[src/rtl/draw_pkg.sv]
// -----------------------------------------------------------------------------
// draw_pkg
// Shared definitions for the SPI drawing-command receiver.
//   FRAME_BITS      : length of one command frame on the SPI bus
//   BITCNT_MAX      : saturation value of the frame bit counter
//   BITCNT_W        : width of the frame bit counter
//   H_ACTIVE        : number of visible columns; x must be below this
//   V_ACTIVE        : number of visible rows; y must be below this
//   *_POS/_MSB/_LSB : field positions inside a 24-bit frame
//   rx_state_t      : receiver FSM states
// -----------------------------------------------------------------------------
package draw_pkg;

    localparam int FRAME_BITS = 24;
    localparam int BITCNT_MAX = 25;
    localparam int BITCNT_W   = 5;

    localparam logic [9:0] H_ACTIVE = 10'd640;
    localparam logic [9:0] V_ACTIVE = 10'd480;

    localparam int BRUSH_POS = 23;
    localparam int COLOR_MSB = 22;
    localparam int COLOR_LSB = 20;
    localparam int X_MSB     = 19;
    localparam int X_LSB     = 10;
    localparam int Y_MSB     = 9;
    localparam int Y_LSB     = 0;

    typedef enum logic [1:0] {
        IDLE  = 2'd0,
        SHIFT = 2'd1,
        CHECK = 2'd2
    } rx_state_t;

endpackage

[src/rtl/spi_sync.sv]
// -----------------------------------------------------------------------------
// spi_sync
// Brings the asynchronous SPI pins into the clk domain and produces
// single-cycle edge pulses on the synchronized values.
//   clk      in   system clock, all logic on its rising edge
//   reset    in   synchronous active-low reset
//   sck      in   raw SPI clock
//   sdi      in   raw SPI data
//   cs       in   raw active-low chip select
//   sdi_s    out  synchronized sdi
//   cs_s     out  synchronized, glitch-filtered cs
//   sck_rise out  one-cycle pulse on a synchronized sck rising edge
//   sck_fall out  one-cycle pulse on a synchronized sck falling edge
//   cs_rise  out  one-cycle pulse on a filtered cs rising edge
//   cs_fall  out  one-cycle pulse on a filtered cs falling edge
// -----------------------------------------------------------------------------
module spi_sync #(
    parameter int SYNC_STAGES = 2
) (
    input  logic clk,
    input  logic reset,
    input  logic sck,
    input  logic sdi,
    input  logic cs,
    output logic sdi_s,
    output logic cs_s,
    output logic sck_rise,
    output logic sck_fall,
    output logic cs_rise,
    output logic cs_fall
);

    logic [SYNC_STAGES-1:0] sck_chain;
    logic [SYNC_STAGES-1:0] sdi_chain;
    logic [SYNC_STAGES-1:0] cs_chain;
    logic                   sck_prev;
    logic                   cs_filt;
    logic                   cs_armed;
    logic [1:0]             fill_cnt;
    logic                   fill_done;
    logic                   cs_all_high;
    logic                   cs_all_low;

    // cs only changes its filtered value once every stage agrees, so a pulse
    // shorter than SYNC_STAGES cycles never reaches the filtered output.
    assign cs_all_high = &cs_chain;
    assign cs_all_low  = ~|cs_chain;

    // The chain holds reset values until SYNC_STAGES real samples have passed.
    assign fill_done = (fill_cnt == 2'(SYNC_STAGES));

    always_ff @(posedge clk) begin
        if (!reset) begin
            sck_chain <= '0;
            sdi_chain <= '0;
            cs_chain  <= '1;
            sck_prev  <= 1'b0;
            cs_filt   <= 1'b1;
            cs_armed  <= 1'b0;
            fill_cnt  <= '0;
        end else begin
            sck_chain <= {sck_chain[SYNC_STAGES-2:0], sck};
            sdi_chain <= {sdi_chain[SYNC_STAGES-2:0], sdi};
            cs_chain  <= {cs_chain[SYNC_STAGES-2:0], cs};
            sck_prev  <= sck_chain[SYNC_STAGES-1];
            if (cs_all_high) begin
                cs_filt <= 1'b1;
            end else if (cs_all_low) begin
                cs_filt <= 1'b0;
            end
            if (!fill_done) begin
                fill_cnt <= fill_cnt + 2'd1;
            end
            // A falling edge only counts once cs has really been seen high
            // after reset; cs held low through reset must not open a frame.
            if (fill_done && cs_all_high) begin
                cs_armed <= 1'b1;
            end
        end
    end

    assign sdi_s    = sdi_chain[SYNC_STAGES-1];
    assign cs_s     = cs_filt;
    assign sck_rise =  sck_chain[SYNC_STAGES-1] & ~sck_prev;
    assign sck_fall = ~sck_chain[SYNC_STAGES-1] &  sck_prev;
    assign cs_rise  = cs_all_high & ~cs_filt;
    assign cs_fall  = cs_all_low  &  cs_filt & cs_armed;

endmodule

[src/rtl/spi_cmd_rx.sv]
// -----------------------------------------------------------------------------
// spi_cmd_rx
// Receives 24-bit drawing commands from an MCU over SPI (mode 0, MSB first),
// validates them and publishes the accepted command. While a frame is being
// received the MCU is sent a status word {accepted, rejected, 8'h00}.
//   clk      in   system pixel clock
//   reset    in   synchronous active-low reset
//   sck      in   SPI clock (asynchronous, at most clk/4)
//   sdi      in   SPI data in, MSB first
//   cs       in   active-low chip select framing one command
//   sdo      out  SPI status data, MSB first, 0 outside a frame
//   brush    out  brush flag of the last accepted command
//   newColor out  color code of the last accepted command
//   x        out  column of the last accepted command
//   y        out  row of the last accepted command
//   ready    out  one-cycle pulse when brush/newColor/x/y were updated
// -----------------------------------------------------------------------------
module spi_cmd_rx
    import draw_pkg::*;
#(
    parameter int SYNC_STAGES = 2
) (
    input  logic       clk,
    input  logic       reset,
    input  logic       sck,
    input  logic       sdi,
    input  logic       cs,
    output logic       sdo,
    output logic       brush,
    output logic [2:0] newColor,
    output logic [9:0] x,
    output logic [9:0] y,
    output logic       ready
);

    rx_state_t               state;
    rx_state_t               next_state;
    logic [FRAME_BITS-1:0]   shift_reg;
    logic [FRAME_BITS-1:0]   tx_reg;
    logic [BITCNT_W-1:0]     bit_cnt;
    logic [7:0]              accepted_cnt;
    logic [7:0]              rejected_cnt;
    logic                    fall_pending;
    logic                    start_frame;
    logic                    sck_rise_ok;
    logic                    sck_fall_ok;
    logic                    frame_ok;
    logic [9:0]              frame_x;
    logic [9:0]              frame_y;

    logic                    sdi_s;
    logic                    cs_s;
    logic                    sck_rise;
    logic                    sck_fall;
    logic                    cs_rise;
    logic                    cs_fall;

    spi_sync #(
        .SYNC_STAGES(SYNC_STAGES)
    ) u_sync (
        .clk      (clk),
        .reset    (reset),
        .sck      (sck),
        .sdi      (sdi),
        .cs       (cs),
        .sdi_s    (sdi_s),
        .cs_s     (cs_s),
        .sck_rise (sck_rise),
        .sck_fall (sck_fall),
        .cs_rise  (cs_rise),
        .cs_fall  (cs_fall)
    );

    always_ff @(posedge clk) begin
        if (!reset) begin
            state <= IDLE;
        end else begin
            state <= next_state;
        end
    end

    // A cs fall that lands in CHECK is remembered in fall_pending and taken
    // from IDLE as long as cs is still low.
    always_comb begin
        next_state  = state;
        start_frame = 1'b0;
        case (state)
            IDLE: begin
                if (cs_fall || (fall_pending && !cs_s)) begin
                    next_state  = SHIFT;
                    start_frame = 1'b1;
                end
            end
            SHIFT: begin
                if (cs_rise) begin
                    next_state = CHECK;
                end
            end
            CHECK: begin
                next_state = IDLE;
            end
            default: begin
                next_state = IDLE;
            end
        endcase
    end

    // A cs rise wins over an sck edge seen in the same cycle.
    assign sck_rise_ok = (state == SHIFT) && sck_rise && !cs_rise;
    assign sck_fall_ok = (state == SHIFT) && sck_fall && !cs_rise;

    assign frame_x  = shift_reg[X_MSB:X_LSB];
    assign frame_y  = shift_reg[Y_MSB:Y_LSB];
    assign frame_ok = (bit_cnt == BITCNT_W'(FRAME_BITS)) &&
                      (frame_x < H_ACTIVE) && (frame_y < V_ACTIVE);

    assign sdo = (state == SHIFT) ? tx_reg[FRAME_BITS-1] : 1'b0;

    // Datapath: shift-in, status shift-out, validation and result registers.
    // Results and ready are registered in CHECK, so they appear the cycle after.
    always_ff @(posedge clk) begin
        if (!reset) begin
            shift_reg    <= '0;
            tx_reg       <= '0;
            bit_cnt      <= '0;
            accepted_cnt <= '0;
            rejected_cnt <= '0;
            fall_pending <= 1'b0;
            brush        <= 1'b0;
            newColor     <= '0;
            x            <= '0;
            y            <= '0;
            ready        <= 1'b0;
        end else begin
            ready <= 1'b0;

            if (start_frame) begin
                shift_reg <= '0;
                bit_cnt   <= '0;
                tx_reg    <= {accepted_cnt, rejected_cnt, 8'h00};
            end

            if (sck_rise_ok) begin
                shift_reg <= {shift_reg[FRAME_BITS-2:0], sdi_s};
                if (bit_cnt != BITCNT_W'(BITCNT_MAX)) begin
                    bit_cnt <= bit_cnt + BITCNT_W'(1);
                end
            end

            if (sck_fall_ok) begin
                tx_reg <= {tx_reg[FRAME_BITS-2:0], 1'b0};
            end

            if (state == CHECK) begin
                if (frame_ok) begin
                    brush        <= shift_reg[BRUSH_POS];
                    newColor     <= shift_reg[COLOR_MSB:COLOR_LSB];
                    x            <= frame_x;
                    y            <= frame_y;
                    ready        <= 1'b1;
                    accepted_cnt <= accepted_cnt + 8'd1;
                end else begin
                    rejected_cnt <= rejected_cnt + 8'd1;
                end
            end

            if ((state == CHECK) && cs_fall) begin
                fall_pending <= 1'b1;
            end else if (state == IDLE) begin
                fall_pending <= 1'b0;
            end
        end
    end

endmodule

[config.mk]
export PLATFORM = sky130hd
export DESIGN_NAME = spi_cmd_rx
export DESIGN_NICKNAME = d
export VERILOG_FILES = /design/src/rtl/draw_pkg.sv /design/src/rtl/spi_sync.sv /design/src/rtl/spi_cmd_rx.sv
export SDC_FILE = /design/constraint.sdc
export NUM_CORES = 1
export LEC_CHECK = 0
export ABC_AREA = 1
export CAP_MARGIN = 20
export CORE_MARGIN = 8
export CORE_UTILIZATION = 55
export DETAILED_ROUTE_END_ITERATION = 7
export GPL_ROUTABILITY_DRIVEN = 1
export PLACE_DENSITY = 0.81
export SETUP_SLACK_MARGIN = 0.15
export SLEW_MARGIN = 20
export SYNTH_ARGS = -nofsm -noshare
export SYNTH_HDL_FRONTEND = slang
export SYNTH_HIERARCHICAL = 1
export SYNTH_SLANG_ARGS = --single-unit
[constraint.sdc]
create_clock -name clk -period 2.05 [get_ports clk]
set_clock_uncertainty 0.2 [all_clocks]
set_input_delay 0.205 -clock clk [delete_from_list [all_inputs] [get_ports clk]]
set_output_delay 0.205 -clock clk [all_outputs]
set_load 0.005 [all_outputs]
# == After elaboration in Yosys (flattened, before gate mapping) ==
# Cells that the tools add are included.
# op_classes
order_cmp,2
add_sub_neg,4
bitwise,10
n_reduce_logical,24
mux,16
eq_ne,7
# ops
cell,n
24-bit two-way mux,4
8-bit by 1-bit adder with 8-bit output (second input constant),2
5-bit two-way mux,3
10-bit < comparator (second input constant),1
10-bit by 9-bit < comparator with 1-bit output (second input constant),1
2-bit AND reduction,5
1-bit logical AND,9
1-bit two-way mux,6
2-bit nonzero test,3
5-bit by 1-bit adder with 5-bit output (second input constant),1
1-bit AND,5
5-bit equality test (second input constant),1
5-bit inequality test (second input constant),1
1-bit inverter,5
2-bit equality test (second input constant),2
2-bit two-way mux,2
2-bit inequality test (second input constant),2
2-bit case mux with 2 select lines,1
2-bit OR reduction,2
1-bit zero test,3
2-bit by 1-bit adder with 2-bit output (second input constant),1
2-bit by 1-bit equality test with 1-bit output (second input constant),1
2-bit zero test,1
1-bit logical OR,1
# word_totals
reg_bits,107
output_inout_bits,26

# == Longest topological paths before layout ==
# depth
ltp_word,10
depth_mapped,11
depth_no_buf,10

# == Cells and area by module ==
# Netlist, hierarchy kept.
# by_module_without_submodules
mod,seq_area_each_um2,cells_each,area_each_um2,n_inst
spi_cmd_rx,1781.7,609,4234.1,1
spi_sync,220.2,51,394.1,1

# == Worst setup path before layout ==
# OpenSTA, ideal clock, no wires.
# synth_path
kind,reg-to-reg
startpoint,register u_sync.cs_chain[0]
endpoint,register tx_reg[15]
synth_period_minus_slack_ns,1.640
required_ns,1.780
slack_ns,0.410
path_buffers,1
t_arrival_ns,1.370
stages_incl_launch_ff,10
cell_sequence,dfxtp_1 nand2_1 nor2_1 inv_2 nand3_4 nand2_4 inv_2 buf_6 nand2_1 a21oi_2
# synth_lines
item,line_no,rtl
start: declaration,spi_sync.sv:35,logic [SYNC_STAGES-1:0] cs_chain;
start signal: assignment,spi_sync.sv:64,"cs_chain <= {cs_chain[SYNC_STAGES-2:0], cs};"
2-bit AND reduction (*),spi_sync.sv:46,assign cs_all_high = &cs_chain;
1-bit AND (*),spi_sync.sv:86,assign cs_rise = cs_all_high & ~cs_filt;
named net cs_rise,spi_cmd_rx.sv:55,logic cs_rise;
1-bit zero test (*),spi_cmd_rx.sv:110,assign sck_fall_ok = (state == SHIFT) && sck_fall && !cs_rise;
1-bit logical AND (*),spi_cmd_rx.sv:110,
24-bit two-way mux / 2-bit nonzero test (equally long branches),-,
end signal: assignment,spi_cmd_rx.sv:140,"tx_reg <= {accepted_cnt, rejected_cnt, 8'h00};"
end signal: assignment,spi_cmd_rx.sv:151,"tx_reg <= {tx_reg[FRAME_BITS-2:0], 1'b0};"
end: declaration,spi_cmd_rx.sv:39,logic [FRAME_BITS-1:0] tx_reg;
# The timed path passes the listed nets; every way through them passes the cells marked *.
# A chain may end at the register's enable or synchronous reset.

# == Worst setup path in the final report ==
# layout_path
startpoint,register bit_cnt[1]
endpoint,register brush
# layout_between
elab_chain_len,4
# layout_rtl
item,line_no,rtl
start: declaration,spi_cmd_rx.sv:40,logic [BITCNT_W-1:0] bit_cnt;
start signal: assignment,spi_cmd_rx.sv:146,bit_cnt <= bit_cnt + BITCNT_W'(1);
5-bit equality test,spi_cmd_rx.sv:114,assign frame_ok = (bit_cnt == BITCNT_W'(FRAME_BITS)) &&
1-bit logical AND,spi_cmd_rx.sv:114,
1-bit logical AND,spi_cmd_rx.sv:115,(frame_x < H_ACTIVE) && (frame_y < V_ACTIVE);
2-bit AND reduction (no source line),-,
end signal: assignment,spi_cmd_rx.sv:156,brush <= shift_reg[BRUSH_POS];
end: declaration,spi_cmd_rx.sv:29,"output logic brush,"
# Every way passes these cells.

==> impl_metrics.env <==
export IMPL_worst_endpoint_arrival_ns=1.82
export IMPL_largest_reg_flops=24
export IMPL_ys_ff_latch=100
export IMPL_grt_overflow_total=0
export IMPL_post_route_cells_drive_above_1_share=0.110
export IMPL_num_fill_cells=720
export IMPL_max_slew_margin=0.717
export IMPL_final_cell_area_um2=5210
export IMPL_max_freq_mhz=583
export IMPL_syn_nets=671
export IMPL_synth_yosys_warnings=6
export IMPL_period_utilisation_layout=0.837
export IMPL_path_cells="inv_1 > ha_1 > nand3_1 > nor2_4 > nand3_4 > buf_12 > nand2_1 > nand2_1 > nor2_1"
export IMPL_via_count=3942
export IMPL_dr_first_iter_drc_count=182
export IMPL_worst_skew_pair_late_latency_ns=0.38
export IMPL_synthToLayoutAreaGrowth_pct=12.6
export IMPL_worst_path_max_fanout=51
export IMPL_post_drt_wl_per_cell_um=12.0
export IMPL_clk_root_buffer_cell="sky130_fd_sc_hd__clkbuf_8"
export IMPL_cts_htree_levels=3
export IMPL_cts_buffer_depth=2
export IMPL_placedCellCount=775
export IMPL_irDropWorstVdd_v=0.000494
export IMPL_hold_class="in2reg"
export IMPL_synth_lib_cells_used_distinct=25
export IMPL_dp_hpwl_um=6340
export IMPL_criticalPathCategory="reg2reg"
export IMPL_x_dimension_of_the_die_um=108
export IMPL_die_area_um2=11600
export IMPL_timing_critical_path_max_delay_family="simple AND/OR/NAND/NOR gates"
export IMPL_design_portCount=31
export IMPL_clkTransAtPathRegs_ns=0.12
export IMPL_setup_violations_final=0
export IMPL_status="finished, final reports clean"
export IMPL_post_route_min_period_ns=1.72
export IMPL_final_instance_count_excl_fill=794
export IMPL_avgViaCountPerCell=4.96
export IMPL_grt_antenna_before_repair=0
export IMPL_finalPower_mw=3.42
export IMPL_track_usage=0.173
export IMPL_worstPathRequired_ns=2.16
export IMPL_drt_total_wl_um=9550
export IMPL_finish_utilization=0.638
export IMPL_synthesized_cell_area_um2=4630
export IMPL_placedInstanceArea_um2=4950
export IMPL_gp_routability_congestion=0.823
export IMPL_drt_pass1_iterations=4
export IMPL_initial_util=0.566
export IMPL_synthesis_area_per_instance_um2=7.01
export IMPL_synth_edff_count=0
export IMPL_detail_route_drc_violations=0
export IMPL_critical_path_buf_inv_count=2
export IMPL_synthFlopType="sky130_fd_sc_hd__dfxtp_1"
export IMPL_placeableCoreArea_um2=8180
export IMPL_grt_max_degree=52
export IMPL_detail_route_antenna_nets=0
export IMPL_synth_yosys_seq_area_share=0.433
export IMPL_critical_path_max_stage_delay_ns=0.36
export IMPL_worst_slew_pin_transition_ns=0.424
export IMPL_synth_cells=660
export IMPL_grt_first_pass_wirelength_um=16600
export IMPL_total_of_max_cap_violations=0
export IMPL_final_hold_viol_count=0
export IMPL_cellPowerDensity_nw_per_um2=656
export IMPL_cp_slowest_cell="sky130_fd_sc_hd__dfxtp_2"
export IMPL_critPathLaunchType="register"
export IMPL_cts_bufs_inserted=9
export IMPL_slew_viol_final=0
export IMPL_floorplan_die_height_um=108
export IMPL_cts_hold_fix_buffers=0
export IMPL_std_cell_rows=33
export IMPL_postSynth_asyncResetShare=0
export IMPL_antennaDiodeCount=0
export IMPL_io_buffer_count=30
export IMPL_num_nets_final=695
export IMPL_grt_pass1_vias=3838
export IMPL_rsz0062_at_grt="no"
export IMPL_tritoncts_clock_tree="yes"
export IMPL_cts_num_sinks=100
export IMPL_worst_setup_path_end_kind="register"
export IMPL_cp_common_cell="sky130_fd_sc_hd__nand2_1"
export IMPL_totalNegativeSetupSlack_ns=0
export IMPL_p_leak_nw=2.27
placed cells by master, fill, tap and decap left out, drive strengths merged:
| cell type | instances |
|---|---|
| ha | 6 |
| clkbuf | 9 |
| clkinv | 5 |
| nand2 | 192 |
| o21ai | 3 |
| buf | 13 |
| inv | 101 |
| dfxtp | 100 |
| nor2 | 93 |
| xor2 | 2 |
| nor3 | 5 |
| nand3 | 70 |
| clkdlybuf4s50 | 28 |
| dlygate4sd2 | 1 |
| a21oi | 57 |
| nand4 | 3 |
| or2 | 1 |
worst paths after layout:
path / startpoint / end / slack, ns / cells after the start
max reg2reg: bit_cnt[1]$_SDFF_PN0_ / brush$_SDFFE_PN0P_ / 0.33 / 9
min: reset / u_sync/sck_chain[1]$_SDFF_PN0_ / 0.03 / 3
min reg2reg: u_sync/sck_chain[0]$_SDFF_PN0_ / u_sync/sck_chain[1]$_SDFF_PN0_ / 0.22 / 2
max: bit_cnt[1]$_SDFF_PN0_ / brush$_SDFFE_PN0P_ / 0.33 / 9
metrics by stage:
| step | setup slack [ns] | hold slack, ns |
|---|---|---|
| finish | 0.334 | 0.0338 |
| global route | 0.167 | 0.0591 |
| CTS | 0.294 | 0.0300 |
| detailed placement | 0.289 | 0.197 |
| global placement | 0.368 | 0.197 |
| floorplan | 0.410 | 0.103 |
metal layers:
| metal | track usage | vias to the layer above | part of all wire |
|---|---|---|---|
| met5 | 0 | - | 0 |
| met4 | 0.0674 | 0 | 0.0078 |
| met3 | 0.0431 | 6 | 0.052 |
| met2 | 0.307 | 90 | 0.51 |
| met1 | 0.193 | 1779 | 0.43 |
| li1 | - | 2067 | - |
area by class of cell:
| class | instances | area (um2) | area share |
|---|---|---|---|
| clock buffers | 9 | 124 | 0.0238 |
| clock inverters | 7 | 93.8 | 0.0180 |
| inverters | 99 | 374 | 0.0718 |
| multi-input cells | 432 | 2050 | 0.394 |
| flip-flops and latches | 100 | 2010 | 0.386 |
| well taps | 105 | 131 | 0.0252 |
| repair buffers | 42 | 425 | 0.0816 |
cell usage after synthesis (4+ instances only):
| master | n | area (um2) |
|---|---|---|
| sky130_fd_sc_hd__a21oi_2 | 10 | 87.6 |
| sky130_fd_sc_hd__buf_4 | 6 | 45.0 |
| sky130_fd_sc_hd__nor2_4 | 4 | 45.0 |
| sky130_fd_sc_hd__buf_2 | 9 | 45.0 |
| sky130_fd_sc_hd__nand3_1 | 55 | 275 |
| sky130_fd_sc_hd__dfxtp_1 | 100 | 2000 |
| sky130_fd_sc_hd__buf_6 | 7 | 78.8 |
| sky130_fd_sc_hd__ha_1 | 6 | 75.1 |
| sky130_fd_sc_hd__inv_1 | 91 | 342 |
| sky130_fd_sc_hd__clkbuf_1 | 6 | 22.5 |
| sky130_fd_sc_hd__nor2_1 | 86 | 323 |
| sky130_fd_sc_hd__a21oi_1 | 47 | 235 |
| sky130_fd_sc_hd__nand2_1 | 188 | 706 |
| sky130_fd_sc_hd__inv_2 | 8 | 30.0 |
| sky130_fd_sc_hd__nand3_2 | 13 | 130 |
| sky130_fd_sc_hd__nor3_1 | 5 | 25.0 |
tightest hold or removal path, delay by kind of cell:
family	cells	cell delay, ns
buf+inv	2	0.27
simple gates	1	0.10
power breakdown:
| group | internal [mW] | switching (mW) |
|---|---|---|
| Sequential | 1.97 | 0.0130 |
| Combinational | 0.0516 | 0.0911 |
| Clock | 0.497 | 0.800 |
| Total | 2.52 | 0.904 |
timing repair:
action | in CTS | in global routing
setup endpoints to repair | 1 | 15
pin swaps | 1 | 1
gates resized for setup | 5 | 5
buffers inserted | 1 | 2
logic make-up (layout without fill, tap and decap cells):
| logic type | after synthesis | after routing | share of synthesized area |
|---|---|---|---|
| AO/OA/AOI/OAI | 60 | 60 | 0.0730 |
| flip-flops | 100 | 100 | 0.433 |
| AND/OR/NAND/NOR | 364 | 364 | 0.350 |
| adder cells (fa/ha/maj) | 6 | 6 | 0.0162 |
| XOR/XNOR | 2 | 2 | 0.00379 |
| buffers and inverters | 128 | 157 | 0.125 |
Note: power is estimated with default switching activity, not from simulation.
